### config.mk
export PLATFORM = sky130hd
export DESIGN_NAME = axil_uart_wr_slave
export DESIGN_NICKNAME = d
export VERILOG_FILES = /design/src/rtl/axil_uart_wr_slave.sv
export SDC_FILE = /design/constraint.sdc
export NUM_CORES = 1
export LEC_CHECK = 0
export CAP_MARGIN = 30
export CORE_MARGIN = 4
export CORE_UTILIZATION = 40
export CTS_BUF_LIST = sky130_fd_sc_hd__clkbuf_2
export DETAILED_ROUTE_END_ITERATION = 16
export PLACE_DENSITY_LB_ADDON = 0.12
export SLEW_MARGIN = 0
export SYNTH_ARGS = -nofsm -noshare
export SYNTH_HDL_FRONTEND = slang
export SYNTH_SLANG_ARGS = --single-unit
### constraint.sdc
create_clock -name clk -period 4.18 [get_ports clk]
set_input_delay 0.836 -clock clk [delete_from_list [all_inputs] [get_ports clk]]
set_output_delay 0.836 -clock clk [all_outputs]
set_load 0.005 [all_outputs]
### src/rtl/axil_uart_wr_slave.sv
// AXI4-Lite write-only slave feeding a UART TX byte FIFO, plus baud divisor and TX enable registers.
// Latency: AW/W captured on their handshake edge, write committed (bvalid=1) on the next edge with both held.
// Backpressure: one write outstanding; awready/wready stay low while a phase is held or bvalid is pending.
// Build option: define AXIL_WR_SLVERR_EN to report SLVERR for unmapped writes and pushes dropped on a full FIFO.
module axil_uart_wr_slave #(
  parameter int          FIFO_DEPTH = 8,
  parameter logic [15:0] DIV_RESET  = 16'd868
) (
  input  logic                          clk,
  input  logic                          rst,
  input  logic [31:0]                   s_axi_awaddr,
  input  logic                          s_axi_awvalid,
  output logic                          s_axi_awready,
  input  logic [31:0]                   s_axi_wdata,
  input  logic [3:0]                    s_axi_wstrb,
  input  logic                          s_axi_wvalid,
  output logic                          s_axi_wready,
  output logic [1:0]                    s_axi_bresp,
  output logic                          s_axi_bvalid,
  input  logic                          s_axi_bready,
  output logic [7:0]                    tx_data,
  output logic                          tx_valid,
  input  logic                          tx_ready,
  output logic [15:0]                   baud_div,
  output logic                          tx_en,
  output logic [$clog2(FIFO_DEPTH):0]   fifo_level
);

  localparam int PTR_W = $clog2(FIFO_DEPTH);
  localparam int LVL_W = PTR_W + 1;
  localparam logic [LVL_W-1:0] FULL_LVL = LVL_W'(FIFO_DEPTH);

  // Register map index taken from awaddr[3:2]
  localparam logic [1:0] REG_TXDATA = 2'd0;
  localparam logic [1:0] REG_BAUD   = 2'd1;
  localparam logic [1:0] REG_CTRL   = 2'd2;

  logic             rdy_q, rdy_d;
  logic             aw_held_q, aw_held_d;
  logic [1:0]       awaddr_q, awaddr_d;
  logic             w_held_q, w_held_d;
  logic [15:0]      wdata_q, wdata_d;
  logic [1:0]       wstrb_q, wstrb_d;
  logic             bvalid_q, bvalid_d;
  logic [1:0]       bresp_q, bresp_d;
  logic [15:0]      baud_div_q, baud_div_d;
  logic             tx_en_q, tx_en_d;
  logic [7:0]       mem_q [FIFO_DEPTH];
  logic [7:0]       mem_d [FIFO_DEPTH];
  logic [PTR_W-1:0] rd_ptr_q, rd_ptr_d;
  logic [PTR_W-1:0] wr_ptr_q, wr_ptr_d;
  logic [LVL_W-1:0] level_q, level_d;

  logic aw_hs, w_hs, commit, push, pop, slverr;

  // Address bits outside the decode and data/strobe lanes no register uses
  logic unused_bits;
`ifdef AXIL_WR_SLVERR_EN
  assign unused_bits = ^{s_axi_awaddr[31:4], s_axi_awaddr[1:0], s_axi_wdata[31:16], s_axi_wstrb[3:2]};
`else
  assign unused_bits = ^{s_axi_awaddr[31:4], s_axi_awaddr[1:0], s_axi_wdata[31:16], s_axi_wstrb[3:2], slverr};
`endif

  // rdy_q keeps both ready outputs low during reset and the edge that releases it
  assign s_axi_awready = rdy_q && !aw_held_q && !bvalid_q;
  assign s_axi_wready  = rdy_q && !w_held_q && !bvalid_q;
  assign s_axi_bvalid  = bvalid_q;
  assign s_axi_bresp   = bresp_q;
  assign baud_div      = baud_div_q;
  assign tx_en         = tx_en_q;
  assign tx_valid      = (level_q != '0);
  assign tx_data       = mem_q[rd_ptr_q];
  assign fifo_level    = level_q;

  assign aw_hs  = s_axi_awvalid && s_axi_awready;
  assign w_hs   = s_axi_wvalid && s_axi_wready;
  assign commit = aw_held_q && w_held_q;
  assign pop    = tx_valid && tx_ready;

  // Next-state: phase capture, write commit / response, FIFO push and pop
  always_comb begin
    rdy_d      = 1'b1;
    aw_held_d  = aw_held_q;
    awaddr_d   = awaddr_q;
    w_held_d   = w_held_q;
    wdata_d    = wdata_q;
    wstrb_d    = wstrb_q;
    bvalid_d   = bvalid_q;
    bresp_d    = bresp_q;
    baud_div_d = baud_div_q;
    tx_en_d    = tx_en_q;
    mem_d      = mem_q;
    rd_ptr_d   = rd_ptr_q;
    wr_ptr_d   = wr_ptr_q;
    level_d    = level_q;
    push       = 1'b0;
    slverr     = 1'b0;

    if (aw_hs) begin
      aw_held_d = 1'b1;
      awaddr_d  = s_axi_awaddr[3:2];
    end
    if (w_hs) begin
      w_held_d = 1'b1;
      wdata_d  = s_axi_wdata[15:0];
      wstrb_d  = s_axi_wstrb[1:0];
    end
    if (bvalid_q && s_axi_bready) begin
      bvalid_d = 1'b0;
    end

    if (commit) begin
      aw_held_d = 1'b0;
      w_held_d  = 1'b0;
      bvalid_d  = 1'b1;
      case (awaddr_q)
        REG_TXDATA: begin
          // Fullness is judged on the pre-pop level, so a same-cycle pop cannot make room
          if (wstrb_q[0]) begin
            if (level_q == FULL_LVL) slverr = 1'b1;
            else                     push   = 1'b1;
          end
        end
        REG_BAUD: begin
          if (wstrb_q[0]) baud_div_d[7:0]  = wdata_q[7:0];
          if (wstrb_q[1]) baud_div_d[15:8] = wdata_q[15:8];
        end
        REG_CTRL: begin
          if (wstrb_q[0]) tx_en_d = wdata_q[0];
        end
        default: slverr = 1'b1;
      endcase
`ifdef AXIL_WR_SLVERR_EN
      bresp_d = slverr ? 2'b10 : 2'b00;
`else
      bresp_d = 2'b00;
`endif
    end

    if (push) begin
      mem_d[wr_ptr_q] = wdata_q[7:0];
      wr_ptr_d        = wr_ptr_q + PTR_W'(1);
    end
    if (pop) begin
      rd_ptr_d = rd_ptr_q + PTR_W'(1);
    end
    case ({push, pop})
      2'b10:   level_d = level_q + LVL_W'(1);
      2'b01:   level_d = level_q - LVL_W'(1);
      default: level_d = level_q;
    endcase
  end

  // State registers; reset discards any held phase and pending response
  always_ff @(posedge clk or posedge rst) begin
    if (rst) begin
      rdy_q      <= 1'b0;
      aw_held_q  <= 1'b0;
      awaddr_q   <= '0;
      w_held_q   <= 1'b0;
      wdata_q    <= '0;
      wstrb_q    <= '0;
      bvalid_q   <= 1'b0;
      bresp_q    <= 2'b00;
      baud_div_q <= DIV_RESET;
      tx_en_q    <= 1'b0;
      for (int i = 0; i < FIFO_DEPTH; i++) mem_q[i] <= '0;
      rd_ptr_q   <= '0;
      wr_ptr_q   <= '0;
      level_q    <= '0;
    end else begin
      rdy_q      <= rdy_d;
      aw_held_q  <= aw_held_d;
      awaddr_q   <= awaddr_d;
      w_held_q   <= w_held_d;
      wdata_q    <= wdata_d;
      wstrb_q    <= wstrb_d;
      bvalid_q   <= bvalid_d;
      bresp_q    <= bresp_d;
      baud_div_q <= baud_div_d;
      tx_en_q    <= tx_en_d;
      mem_q      <= mem_d;
      rd_ptr_q   <= rd_ptr_d;
      wr_ptr_q   <= wr_ptr_d;
      level_q    <= level_d;
    end
  end

endmodule

==> qor.csv, run 1 <==
stage,metric,value,unit
run_status,outcome,"complete, no violations",
timing,tns,0,ns
floorplanning,die_w,123,um
route,drcViolationCount,0,
hold_path,hold_depth,1,
timing,rsz0062_at_grt,no,
global_routing,track_usage,0.151,
pwr,p_total,3.78,mW
placement,io_buffers,58,
timing,hold_violations,0,
critical_path,timing.rr.end,fifo_level[3],
critical_path,crit_path_start,rd_ptr_q[0],
job,maxCapViolations,0,
clock_tree,cts_resized,0,
critical_path,r2r_setup_slack,1.25,ns
global_routing,antenna_found_initial,0,
timing,period_share,0.895,
floorplanning,initial_core_util,0.414,
timing,worst_slew_pin_slew,0.871,ns
route,wl,10300,um
logic_synthesis,async_flop_share,1.00,
timing,period_minus_slack,3.74,ns
pwr,leakagePower,2.84,nW
logic_synthesis,syn_area_per_cell,15.8,um2
timing,setup_viol,0,
final_layout,n_antenna_cell,0,
logic_synthesis,ys_types,46,
clock_tree,cts_tree,done,
clock_tree,postCtsHoldBufs,0,
placement,place_hpwl,6620,um
global_routing,grt_max_degree,63,
route,vias,2909,
final_layout,syn_to_final_growth,19.1,%
critical_path,timing.rr.start,fifo_level[0],
critical_path,crit_required,3.34,ns
critical_path,arrival,2.90,ns
critical_path,crit_path_end_kind,output port,
final_layout,drive_above_1_share,0.450,
route,via_per_inst,5.05,
timing,slew_violations,0,
clock_tree,post_cts_buffers,0,
critical_path,r2r_cells,7,
route,wl_per_cell,17.9,um
floorplanning,core_area,0.0128,mm2
logic_synthesis,synth_warnings,0,
final_layout,final_common_cell,dfrtp_1,
floorplanning,io_pins,109,
floorplanning,rows,41,
logic_synthesis,synth_ff_type,dfrtp_1,
final_layout,num-fill-cells,1112,
clock_tree,numCtsBuffers,17,
logic_synthesis,syn_inst,335,
final_layout,final_cell_mix,"110 x dfrtp_1, 109 x mux2_2, 58 x clkdlybuf4s50_1",
timing,max-slew-margin-rel,0.419,
critical_path,worstSetupPathType,register to output port,
timing,worst_clock_skew,0.0369,ns
timing,max_freq,267,MHz
critical_path,cp-start-kind,register,
placement,dpl_worst_slack,1.10,ns
route,antenna_left,0,
clock_tree,clk-insertion-delay-late,0.69,ns
global_routing,overflow,0,
logic_synthesis,ys_seq_area_frac,0.545,
pwr,p_per_area,599,mW/mm2
hold_path,worstHoldEndpoint,mem_q[0],
critical_path,crit_fanout,10,
logic_synthesis,synthesis.area,0.00529,mm2
clock_tree,path_clk_slew,0.18,ns
final_layout,nets,470,
clock_tree,cts_sinks,115,
logic_synthesis,synth_edf_count,0,
clock_tree,cts_root_buf,clkbuf_2,
route,drt_iter0_drc,201,
timing,fin_ws,0.439,ns
clock_tree,clk_path_buf_depth,2,
floorplanning,die-area,0.0151,mm2
global_routing,grt_pass1_wl,16900,um
hold_path,worstHoldStart,mem_q[0],
pwr,ir_drop,384,uV
logic_synthesis,ys_seq_elements,115,
floorplanning,chipHeight,123,um
global_routing,grt_pass1_vias,3157,
route,first_pass_iters,4,
placement,routabilityCongestion,0.686,
hold_path,hold_path.class,register to register,
timing,hold_ws,0.510,ns
clock_tree,htree_levels,4,
-- power by group --
group | switching [mW] | internal (mW)
Clock | 0.458 | 0.398
Sequential | 0.430 | 1.43
Combinational | 0.334 | 0.727
-- per-stage QoR --
| stage | util | cell area (um2) | cells |
|---|---|---|---|
| 2_1_floorplan | - | 5300 | 336 |
| 3_3_place_gp | 0.470 | 6010 | 544 |
| 3_5_place_dp | 0.470 | 6010 | 544 |
| 4_1_cts | 0.493 | 6300 | 576 |
| 5_1_grt | 0.493 | 6300 | 576 |
| 6_report | 0.493 | 6300 | 576 |
-- synthesized netlist by cell type (4+ instances only) --
cell type / number / share of area
dfrtp_1: 110 / 0.52
mux2_2: 109 / 0.23
mux4_2: 16 / 0.068
buf_1: 9 / 0.0064
inv_1: 7 / 0.0050
buf_2: 6 / 0.0057
dfstp_2: 5 / 0.025
ha_1: 5 / 0.012
buf_4: 4 / 0.0057
nand2_1: 4 / 0.0028
nand4_4: 4 / 0.016
nor4b_4: 4 / 0.018
xnor2_1: 4 / 0.0066
-- how the worst max path moves through the flow --
stage | cells after the start | to | slack (ns)
after floorplan | 1 | aw_held_q | 0.31
after global placement | 4 | tx_data[0] | 1.12
after detailed placement | 7 | fifo_level[3] | 1.10
after CTS | 4 | tx_data[0] | 0.32
after global routing | 4 | tx_data[0] | 0.19
final | 4 | tx_data[0] | 0.44
-- final cells by class --
cell class              count  area, um2  share of cell area
repair buffers             61        628              0.0996
clock buffers              17       85.1              0.0135
flip-flops and latches    115       2880               0.458
well taps                 172        215              0.0341
multi-input cells         189       2250               0.357
clock inverters            15        209              0.0331
inverters                   7       28.8             0.00457
-- worst max-delay path, cell delays in order, from the launching register on --
cell and delay [ns]:
dfrtp_1 0.76, buf_12 0.23, mux4_2 0.52, mux2_2 0.28
clkdlybuf4s50_1 0.44
-- flip-flops by register name, indices dropped and copies added, names as in the netlist --
signal / count
w_held_q: 1
awaddr_q: 2
mem_q: 64
wstrb_q: 2
baud_div: 16
tx_en: 1
aw_held_q: 1
rdy_q: 1
rd_ptr_q: 3
fifo_level: 4
s_axi_bvalid: 1
wdata_q: 16
wr_ptr_q: 3
-- cell families (layout without fill, tap and decap cells) --
kind of cell	after synthesis	after routing	share of synthesized area
compound gates	9	9	0.0121
fa+ha+maj	5	5	0.0118
other cells	2	3	0.00142
buf+inv	32	100	0.0300
simple gates	36	36	0.0799
mux	129	129	0.308
xor+xnor	7	7	0.0116
flops	115	115	0.545
-- per-layer routing --
layer / wire length (um) / global-route usage / vias up
met5: 0 / 0 / -
met1: 4830 / 0.200 / 1499
met2: 4870 / 0.230 / 57
li1: - / - / 1339
met3: 490 / 0.0517 / 14
met4: 144 / 0.0561 / 0
(Power assumes the default switching activity.)
==> inputs of run 2 (changes only) <==
--- a/config.mk
+++ b/config.mk
@@ -6,11 +6,14 @@
 export NUM_CORES = 1
 export LEC_CHECK = 0
 export CAP_MARGIN = 30
+export CELL_PAD_IN_SITES_DETAIL_PLACEMENT = 1
+export CELL_PAD_IN_SITES_GLOBAL_PLACEMENT = 2
 export CORE_MARGIN = 4
-export CORE_UTILIZATION = 40
+export CORE_UTILIZATION = 37
 export CTS_BUF_LIST = sky130_fd_sc_hd__clkbuf_2
 export DETAILED_ROUTE_END_ITERATION = 16
 export PLACE_DENSITY_LB_ADDON = 0.12
+export SKIP_CTS_REPAIR_TIMING = 1
 export SLEW_MARGIN = 0
 export SYNTH_ARGS = -nofsm -noshare
 export SYNTH_HDL_FRONTEND = slang
==> constraint.sdc (replaced) <==
create_clock -name clk -period 4.18 [get_ports clk]
set_input_delay 0.836 -clock clk [delete_from_list [all_inputs] [get_ports clk]]
set_output_delay 0.836 -clock clk [all_outputs]
set_load 0.05 [all_outputs]
==> qor.csv, run 2 (synthesis results as in run 1) <==
stage,metric,value,unit,change
run_status,outcome,"complete, no violations",,
route,via_per_inst,5.02,,-0.62%
timing,fin_ws,0.325,ns,-0.115 ns
critical_path,arrival,3.02,ns,+0.12 ns
critical_path,cp-start-kind,register,,
route,wl_per_cell,19.2,um,+6.8%
job,maxCapViolations,0,,unchanged
global_routing,grt_pass1_vias,3364,,+6.6%
critical_path,cpMaxStageDelayCell,clkdlybuf4s50_1,,
timing,hold_violations,0,,unchanged
pwr,ir_drop,316,uV,-18%
hold_path,hold_depth,1,,unchanged
critical_path,crit_path_end_kind,output port,,
placement,place_inst,553,,+1.7%
critical_path,timing.rr.start,fifo_level[0],,
final_layout,final_common_cell,dfrtp_1,,
global_routing,grt_max_degree,68,,+7.9%
global_routing,track_usage,0.151,,about the same
placement,routabilityCongestion,0.705,,+2.7%
final_layout,fin_util,0.450,,-0.0430
placement,io_buffers,58,,unchanged
clock_tree,clk_path_buf_depth,2,,unchanged
critical_path,cp_cell_sequence,buf_4 > mux4_2 > mux2_2 > clkdlybuf4s50_1,,
final_layout,seq_area,0.00288,mm2,unchanged
final_layout,largest-register,mem_q,,
critical_path,crit_required,3.34,ns,about the same
final_layout,largest_reg_flops,64,,unchanged
pwr,p_per_area,669,mW/mm2,+12%
floorplanning,chipHeight,128,um,+3.7%
placement,dpl_worst_slack,1.01,ns,-0.0887 ns
final_layout,drive_above_1_share,0.447,,-0.00358
floorplanning,initial_core_util,0.380,,-0.0345
route,vias,2936,,+0.93%
timing,period_minus_slack,3.86,ns,+0.115 ns
final_layout,n_antenna_cell,0,,unchanged
timing,worst_clock_skew,0.0329,ns,-0.00408 ns
route,first_pass_iters,4,,unchanged
critical_path,worstSetupPathType,register to output port,,
hold_path,worstHoldStart,mem_q[24],,
hold_path,hold_path.class,register to register,,
clock_tree,numCtsBuffers,17,,unchanged
final_layout,nets,471,,+0.21%
timing,slew_violations,0,,unchanged
final_layout,fin_area,0.00628,mm2,-0.42%
floorplanning,rows,43,,+4.9%
placement,place_hpwl,7070,um,+6.7%
critical_path,critPathBufInv,2,,unchanged
timing,period_share,0.922,,+0.0275
floorplanning,core_area,0.0139,mm2,+9.1%
placement,dpl_cell_area,0.00601,mm2,about the same
critical_path,slowest_delay,0.70,ns,-0.06 ns
final_layout,num-fill-cells,1391,,+25%
clock_tree,clk-insertion-delay-late,0.68,ns,about the same
hold_path,worstHoldEndpoint,mem_q[24],,
clock_tree,cts_root_buf,clkbuf_2,,
route,antenna_left,0,,unchanged
timing,max_freq,259,MHz,-3.0%
critical_path,r2r_cells,7,,unchanged
critical_path,critPathTopFamily,buffers and inverters,,
critical_path,timing.rr.end,fifo_level[3],,
clock_tree,cts_tree,done,,
timing,max-slew-margin-rel,0.383,,-0.0365
floorplanning,die_w,128,um,+3.7%
timing,setup_viol,0,,unchanged
clock_tree,path_clk_slew,0.17,ns,about the same
global_routing,overflow,0,,unchanged
global_routing,grt_pass1_wl,18500,um,+9.2%
timing,rsz0062_at_grt,no,,
final_layout,fin_cells,585,,+1.6%
clock_tree,htree_levels,4,,unchanged
pwr,leakagePower,2.84,nW,about the same
floorplanning,io_pins,109,,unchanged
timing,tns,0,ns,unchanged
route,drcViolationCount,0,,unchanged
floorplanning,die-area,0.0163,mm2,+7.6%
clock_tree,cts_sinks,115,,unchanged
timing,worst_slew_pin_slew,0.922,ns,+0.0508 ns
final_layout,syn_to_final_growth,18.6,%,
global_routing,antenna_found_initial,0,,unchanged
route,wl,11200,um,+8.5%
final_layout,final_cell_mix,"110 x dfrtp_1, 109 x mux2_2, 58 x clkdlybuf4s50_1",,
critical_path,r2r_setup_slack,1.17,ns,-0.08 ns
final_layout,multi_input_area,0.00225,mm2,unchanged
critical_path,crit_fanout,16,,+6
route,drt_iter0_drc,117,,-42%
-- run 2: cell count changes in the layout (fill, tap and decap cells not counted) --
cell | previous run | this run
inv_6 | 1 | 0
clkinv_2 | 1 | 4
clkbuf_2 | 17 | 20
buf_4 | 1 | 3
clkinv_4 | 6 | 0
clkinv_1 | 0 | 2
buf_12 | 2 | 1
clkinvlp_4 | 3 | 2
-- run 2: report_power, final --
group	leakage, nW	total, mW	switching, mW	internal, mW
clock	0.159	0.812	0.420	0.392
combinational	1.18	1.57	0.851	0.719
sequential	1.50	1.82	0.385	1.43
total	2.84	4.20	1.66	2.54
-- run 2: metal layers --
metal,vias to the layer above,wire length (um),track usage
li1,1341,-,-
met4,0,120,0.0493
met3,13,493,0.0543
met1,1527,5280,0.199
met5,-,0,0
met2,55,5310,0.233
-- run 2: worst max path at each step --
| stage | end | startpoint | depth (start not counted) | slack, ns |
|---|---|---|---|---|
| 6_report | tx_data[5] | rd_ptr_q[0] | 4 | 0.32 |
| 5_1_grt | tx_data[3] | rd_ptr_q[0] | 4 | 0.11 |
| 4_1_cts | tx_data[3] | rd_ptr_q[0] | 4 | 0.19 |
| 3_5_place_dp | tx_data[3] | rd_ptr_q[0] | 4 | 1.01 |
| 3_3_place_gp | tx_data[3] | rd_ptr_q[0] | 4 | 1.02 |
| 2_1_floorplan | aw_held_q | rst | 1 | 0.31 |
-- run 2: final cells by class --
| type | count | share of cell area |
|---|---|---|
| Clock buffer | 20 | 0.0159 |
| Timing Repair Buffer | 62 | 0.0993 |
| Inverter | 7 | 0.00458 |
| Clock inverter | 12 | 0.0259 |
| Multi-Input combinational cell | 189 | 0.359 |
| Tap cell | 180 | 0.0359 |
| Sequential cell | 115 | 0.459 |
-- run 2: stage by stage --
stage / hold slack [ns] / power [mW]
global placement: 0.471 / 3.40
global route: 0.537 / 4.48
finish: 0.512 / 4.20
CTS: 0.513 / 4.28
floorplan: 0.459 / 2.95
detailed placement: 0.480 / 3.44
